[config.mk]
export PLATFORM = sky130hd
export DESIGN_NAME = soc_reset_sequencer
export DESIGN_NICKNAME = d
export VERILOG_FILES = /design/src/rtl/soc_reset_sequencer.sv
export SDC_FILE = /design/constraint.sdc
export NUM_CORES = 1
export LEC_CHECK = 0
export BUFFER_PORTS_ARGS = -buffer_cell sky130_fd_sc_hd__buf_2
export CORE_MARGIN = 2
export CORE_UTILIZATION = 56
export CTS_CLUSTER_SIZE = 25
export DETAILED_ROUTE_END_ITERATION = 8
export GPL_ROUTABILITY_DRIVEN = 0
export PLACE_DENSITY = 0.83
export SLEW_MARGIN = 20
export SYNTH_ARGS = -nofsm -noshare
export SYNTH_HDL_FRONTEND = slang
export SYNTH_SLANG_ARGS = --single-unit
[constraint.sdc]
create_clock -name clock -period 4.7 [get_ports clock]
set_clock_uncertainty 0.15 [all_clocks]
set_input_delay 0.235 -clock clock [delete_from_list [all_inputs] [get_ports clock]]
set_output_delay 0.235 -clock clock [all_outputs]
set_load 0.05 [all_outputs]
[src/rtl/soc_reset_sequencer.sv]
// ----------------------------------------------------------------------------
// soc_reset_sequencer
// Purpose: sequences the SoC reset release. Peripherals are released first
// and the CPU core a fixed delay later. A pushbutton or a watchdog pulse
// restarts the sequence. Each restart is counted, and its cause is recorded.
//
// Optional build macro: RST_DEBOUNCE_EN. When it is defined, a press must
// stay low for DEBOUNCE_CYCLES synchronized cycles before it counts. When it
// is not defined, any synchronized-low cycle counts as a press.
//
// Ports:
//   clock         single clock; all state changes on its rising edge
//   resetn        synchronous active-low reset
//   btn_n         asynchronous reset button, low = pressed
//   wdt_expire    one-cycle synchronous watchdog/software reset request
//   periph_rst_n  active-low reset to bus/UART/GPIO (flop output)
//   cpu_rst_n     active-low reset to the CPU core (flop output)
//   seq_busy      high in every state except RUN (flop output)
//   rst_cause     last reset cause: 00 power-on, 01 button, 10 watchdog
//   rst_count     button + watchdog resets since resetn, saturating at 255
// ----------------------------------------------------------------------------
module soc_reset_sequencer #(
    parameter int unsigned DEBOUNCE_CYCLES = 16,
    parameter int unsigned PERIPH_HOLD     = 8,
    parameter int unsigned CPU_DELAY       = 4
) (
    input  logic       clock,
    input  logic       resetn,
    input  logic       btn_n,
    input  logic       wdt_expire,
    output logic       periph_rst_n,
    output logic       cpu_rst_n,
    output logic       seq_busy,
    output logic [1:0] rst_cause,
    output logic [7:0] rst_count
);

    localparam int unsigned HOLD_W = (PERIPH_HOLD > 1) ? $clog2(PERIPH_HOLD) : 1;
    localparam int unsigned DLY_W  = (CPU_DELAY > 1) ? $clog2(CPU_DELAY) : 1;

    localparam logic [HOLD_W-1:0] HOLD_LAST = HOLD_W'(PERIPH_HOLD - 1);
    localparam logic [DLY_W-1:0]  DLY_LAST  = DLY_W'(CPU_DELAY - 1);

    localparam logic [1:0] ST_HOLD   = 2'd0;
    localparam logic [1:0] ST_PERIPH = 2'd1;
    localparam logic [1:0] ST_RUN    = 2'd2;

    localparam logic [1:0] CAUSE_BTN = 2'b01;
    localparam logic [1:0] CAUSE_WDT = 2'b10;

    logic              sync1_q;
    logic              sync2_q;
    logic              btn_sync;
    logic              press_c;
    logic              event_c;

    logic [1:0]        state_q,  state_d;
    logic [HOLD_W-1:0] hold_q,   hold_d;
    logic [DLY_W-1:0]  dly_q,    dly_d;
    logic [1:0]        cause_q,  cause_d;
    logic [7:0]        count_q,  count_d;
    logic              periph_q, periph_d;
    logic              cpu_q,    cpu_d;
    logic              busy_q,   busy_d;

    // Two-flop synchronizer for the asynchronous button; idles released (1).
    always_ff @(posedge clock) begin
        if (!resetn) begin
            sync1_q <= 1'b1;
            sync2_q <= 1'b1;
        end else begin
            sync1_q <= btn_n;
            sync2_q <= sync1_q;
        end
    end

    assign btn_sync = sync2_q;

`ifdef RST_DEBOUNCE_EN
    localparam int unsigned DEB_NEED = $clog2(DEBOUNCE_CYCLES + 1);
    localparam int unsigned DEB_W    = (DEB_NEED > 5) ? DEB_NEED : 5;
    localparam logic [DEB_W-1:0] DEB_LAST = DEB_W'(DEBOUNCE_CYCLES - 1);
    localparam logic [DEB_W-1:0] DEB_SAT  = DEB_W'(DEBOUNCE_CYCLES);

    logic [DEB_W-1:0] deb_q, deb_d;

    // Debounce counter: counts low cycles and parks one past the qualifying
    // value, so a continuous hold yields a single press.
    always_comb begin
        deb_d = deb_q;
        if (btn_sync) begin
            deb_d = '0;
        end else if (deb_q != DEB_SAT) begin
            deb_d = deb_q + DEB_W'(1);
        end
    end

    always_ff @(posedge clock) begin
        if (!resetn) begin
            deb_q <= '0;
        end else begin
            deb_q <= deb_d;
        end
    end

    assign press_c = ~btn_sync && (deb_q == DEB_LAST);
`else
    assign press_c = ~btn_sync;
`endif

    // Next-state, counter and output decode. Outputs are registered from the
    // next state so they change on the same edge as the state itself.
    always_comb begin
        state_d = state_q;
        hold_d  = hold_q;
        dly_d   = dly_q;
        cause_d = cause_q;
        count_d = count_q;
        event_c = press_c | wdt_expire;

        if ((state_q != ST_HOLD) && event_c) begin
            state_d = ST_HOLD;
            hold_d  = '0;
            dly_d   = '0;
            cause_d = press_c ? CAUSE_BTN : CAUSE_WDT;
            count_d = (count_q == 8'hFF) ? count_q : count_q + 8'd1;
        end else begin
            case (state_q)
                ST_HOLD: begin
                    dly_d = '0;
                    if (hold_q == HOLD_LAST) begin
                        // A held button keeps both resets asserted.
                        if (btn_sync) begin
                            state_d = ST_PERIPH;
                        end
                    end else begin
                        hold_d = hold_q + HOLD_W'(1);
                    end
                end
                ST_PERIPH: begin
                    if (dly_q == DLY_LAST) begin
                        state_d = ST_RUN;
                    end else begin
                        dly_d = dly_q + DLY_W'(1);
                    end
                end
                ST_RUN: begin
                    state_d = ST_RUN;
                end
                default: begin
                    state_d = ST_HOLD;
                    hold_d  = '0;
                    dly_d   = '0;
                end
            endcase
        end

        periph_d = (state_d != ST_HOLD);
        cpu_d    = (state_d == ST_RUN);
        busy_d   = (state_d != ST_RUN);
    end

    // State and output registers.
    always_ff @(posedge clock) begin
        if (!resetn) begin
            state_q  <= ST_HOLD;
            hold_q   <= '0;
            dly_q    <= '0;
            cause_q  <= 2'b00;
            count_q  <= 8'd0;
            periph_q <= 1'b0;
            cpu_q    <= 1'b0;
            busy_q   <= 1'b1;
        end else begin
            state_q  <= state_d;
            hold_q   <= hold_d;
            dly_q    <= dly_d;
            cause_q  <= cause_d;
            count_q  <= count_d;
            periph_q <= periph_d;
            cpu_q    <= cpu_d;
            busy_q   <= busy_d;
        end
    end

    assign periph_rst_n = periph_q;
    assign cpu_rst_n    = cpu_q;
    assign seq_busy     = busy_q;
    assign rst_cause    = cause_q;
    assign rst_count    = count_q;

endmodule

## Word level (Yosys, flattened, before mapping)

Index checks and enable logic that the tools add are counted.
W data, S select, Z words.

| storage, ports and cells | value |
|---|---|
| logic and storage cells | 47 |
| output and inout port bits | 13 |
| register bits | 22 |
| bits of input ports | 4 |

| operators by class | value |
|---|---|
| bitwise gates (word level) | 6 |
| muxes and demuxes | 10 |
| add/sub/neg operators | 3 |
| eq/ne operators | 9 |
| reductions and logical operators | 9 |

Operator list:

| cell | number |
|---|---|
| $mux W2 | 6 |
| $add A8 B1 Y8 const B | 1 |
| $eq A8 B8 Y1 const B | 1 |
| $eq A2 B2 Y1 const B | 3 |
| $ne A2 B2 Y1 const B | 3 |
| $pmux W2 S3 | 1 |
| $pmux W3 S2 | 1 |
| $reduce_and A2 Y1 | 3 |
| $not A1 Y1 | 5 |
| $pmux W2 S2 | 1 |
| $reduce_bool A2 Y1 | 2 |
| $reduce_or A2 Y1 | 2 |
| $add A3 B1 Y3 const B | 1 |
| $eq A3 B3 Y1 const B | 1 |
| $mux W3 | 1 |
| $add A2 B1 Y2 const B | 1 |
| $eq A2 B1 Y1 const B | 1 |
| $logic_not A2 Y1 | 1 |
| $logic_and A1 B1 Y1 | 1 |
| $or A1 B1 Y1 | 1 |

## Depth between registers and ports, before layout

| logic depth | value |
|---|---|
| word-level depth | 5 |
| gate-level depth with buffers | 6 |
| depth with buffers taken out | 6 |

## Worst setup path before layout

OpenSTA, ideal clock, no wires.

| path | value |
|---|---|
| kind | flip-flop to flip-flop |
| from | register count_q[0] (netlist: rst_count[0]) |
| to | register count_q[0] (netlist: rst_count[0]) |
| buffers on the path | 0 |
| required time | 4.435 ns |
| clock period less this slack | 1.841 ns |
| library setup time | 0.115 ns |
| stages on the path, launching flop included | 6 |
| arrival time | 1.576 ns |
| path slack | 2.859 ns |
| cell sequence | dfxtp_1 ha_1 and4_1 a211oi_2 xor2_1 and2_1 |

| on the way | value |
|---|---|
| word-level cells in the longest chain between the ends | 3 |
| elaborated cells on any way between the ends | 4 |
| classes of those cells | add/sub: 1; eq/ne: 1; bitwise: 1; reduce/logical: 1 |

RTL lines:

| element | line | RTL |
|---|---|---|
| from (decl) | 61 | `logic [7:0] count_q, count_d;` |
| from (signal assigned) | 179 | `count_q <= count_d;` |
| branches (longest 3 deep; another with $add A8 B1 Y8) | - |  |

Several ways; the timed one is not identified.
A chain may end at the register's enable or synchronous reset.

## Final worst setup path

| path | value |
|---|---|
| from | register state_q[1] |
| to | register count_q[7] (netlist: rst_count[7]) |

| on the way | value |
|---|---|
| word-level cells in the longest chain between the ends | 3 |

RTL lines:

| element | line | RTL |
|---|---|---|
| from (decl) | 57 | `logic [1:0] state_q, state_d;` |
| from (signal assigned) | 175 | `state_q <= state_d;` |
| $reduce_bool A2 Y1 | 121 | `if ((state_q != ST_HOLD) && event_c) begin` |
| $logic_and A1 B1 Y1 | 121 |  |
| $reduce_and A2 Y1 (no line) | - |  |

No other way between the ends.

==> qor.csv <==
stage,metric,value,unit
worst_hold_path,hold_depth,2,
cts,clock_sinks,22,
die,die_area,2230,µm²
setup_path,critical_path_class,flop to flop,
outcome,status,completed,
cts,cts-htree-levels,1,
global_routing,grt_max_degree,15,
finish,nets,136,
yosys,yosysSeqAreaShare,0.420,
power_and_ir_drop,ir_drop,0.000187,V
setup_path,r2r_slack,2.82,ns
cts,cts_buffers,3,
die,die_h,47.3,µm
route,drt-total-wl,1930,µm
cts,clkLatencyLatePin,0.30,ns
yosys,async_flop_share,0,
setup_path,cp_slowest_cell,dfxtp_1,
die,rows,15,
die,coreArea,1750,µm²
power_and_ir_drop,p_leak,0.558,nW
timing,fin_tns_setup,0,ns
yosys,synth_top_area_frac,0.420,
yosys,synth_seq_cells,22,
route,dr.pass1.iters,4,
yosys,ys.flop_type,dfxtp_1,
global_routing,first_global_vias,764,
yosys,syn_area,1050,µm²
route,routedWlPerCell,13.0,µm
finish,diodes,0,
route,drt_iter0_drc,5,
global_routing,grt_pass1_wl,3150,µm
yosys,synth_top_area_cell,dfxtp_1,
setup_path,cp-start-kind,flop,
cts,cts_resized,0,
die,die_w,47.3,µm
worst_hold_path,hold_path_class,primary input to flop,
setup_path,slowest_delay,0.43,ns
yosys,synthDistinctLibCells,39,
finish,area_delta_synth_final,13.1,%
timing,slew-limit-headroom,0.600,
setup_path,cp_top_family,simple AND/OR/NAND/NOR gates,
finish,fillers,147,
global_routing,overflow,0,
route,postRouteAntennaNets,0,
setup_path,cp.depth,5,
setup_path,cp-end-kind,flop,
setup_path,crit_buf_inv,1,
die,io_pins,17,
cts,cts_buffer_depth,2,
route,vias_per_cell,5.45,
global_routing,grt_usage,0.203,
finish,drive_gt1_frac,0.236,
setup_path,crit_fanout,14,
finish,final_common_cell,dfxtp_1,
setup_path,reg2reg_depth,5,
setup_path,arrival,1.94,ns
setup_path,crit_required,4.76,ns
timing,rsz0062_at_grt,no,
timing,max_clock_freq,532,MHz
timing,finalMaxSlewViolations,0,
finish,final_cell_mix,"22 x dfxtp_1, 16 x buf_2, 8 x nand2_1, 8 x ha_1, 7 x nor2_1",
timing,period_needed,1.88,ns
yosys,yosysWarningCount,0,
cts,cts_tree,built,
place,numPortBuffers,16,
yosys,synth_edf_count,0,
timing,setup_viol,0,
yosys,synth_area_leaders,"dfxtp_1 42%, ha_1 9.5%, o21ai_0 2.9%",
setup_path,path_cells,inv_1 -> ha_1 -> nor4b_4 -> nand4b_1 -> and3_1,
die,start_util,0.601,
global_routing,antenna_found_initial,0,
run,drv_cap,0,
route,drc_errors,0,
timing,hold-worst-slack,0.0666,ns
cts,cts_root_buf,clkbuf_4,
yosys,syn_area_per_cell,9.99,µm²
timing,finalHoldViolCount,0,
timing,worst_pin_slew,0.600,ns
yosys,synth_cells,105,
power_and_ir_drop,power.density,264,nW/µm²
timing,period_share,0.400,
route,vias,807,
yosys,syn-num-nets,117,
cts,clkSlewWorstSetupHoldPaths,0.12,ns
place,hpwlAfterDp,1430,µm
[report_power, final]
part	switching (mW)	internal (mW)	total [mW]
Sequential	0.00210	0.190	0.192
Combinational	0.00955	0.00693	0.0165
Clock	0.0573	0.0472	0.104
Total	0.0689	0.244	0.313
[per-stage QoR]
stage                util  area (µm²)  instances  power [mW]  setup WS (ns)
detailed placement  0.653        1140        143       0.212           2.85
finish              0.680        1190        148       0.313           2.82
global placement    0.653        1140        143       0.211           2.95
global route        0.680        1190        148       0.323           2.64
CTS                 0.680        1190        148       0.314           2.83
floorplan               -        1050        105       0.209           2.86
[what timing repair did]
item | CTS | global route
hold endpoints to repair | 1 | 0
hold buffers | 1 | 0
setup buffers | 0 | 0
[cell usage after synthesis, drive strengths merged, types with 2 or more instances]
cell	instances
dfxtp	22
ha	8
nand2	8
nor2	7
o21ai	7
and2	4
nand3	4
a21o	3
a22oi	3
a31oi	3
and3	3
nand2b	3
nor3	3
a211oi	2
buf	2
inv	2
nand4	2
nor2b	2
nor3b	2
nor4b	2
o211a	2
[final timing paths]
check / end / startpoint
setup reg to reg: rst_count[7] / state_q[1]
setup / recovery: rst_count[7] / state_q[1]
hold reg to reg: btn_sync / sync1_q
hold / removal: sync1_q / resetn
[layout make-up]
class / instances / area (µm²) / share of cell area
Timing Repair Buffer: 17 / 90.1 / 0.0759
Clock buffer: 4 / 36.3 / 0.0306
Tap cell: 25 / 31.3 / 0.0264
Sequential cell: 22 / 440 / 0.371
Multi-Input combinational cell: 78 / 581 / 0.489
Inverter: 2 / 7.51 / 0.00633
[routing by layer]
layer | wire length [µm] | global-route usage
met1 | 934 | 0.257
met2 | 945 | 0.324
met3 | 36 | 0.0385
met4 | 14 | 0.106
met5 | 0 | 0
[state kept, by name, summed over array words and instances, names as in the netlist]
register,cells
hold_q,3
cpu_rst_n,1
rst_cause,2
dly_q,2
seq_busy,1
sync1_q,1
periph_rst_n,1
btn_sync,1
rst_count,8
state_q,2
[logic make-up after synthesis]
family / count (synthesis) / share of synthesized area
flops: 22 / 0.420
buf+inv: 5 / 0.0262
xor+xnor: 1 / 0.00835
mux: 1 / 0.00955
fa+ha+maj: 8 / 0.0955
simple gates: 43 / 0.263
compound gates: 25 / 0.178
(Power assumes the default switching activity.)
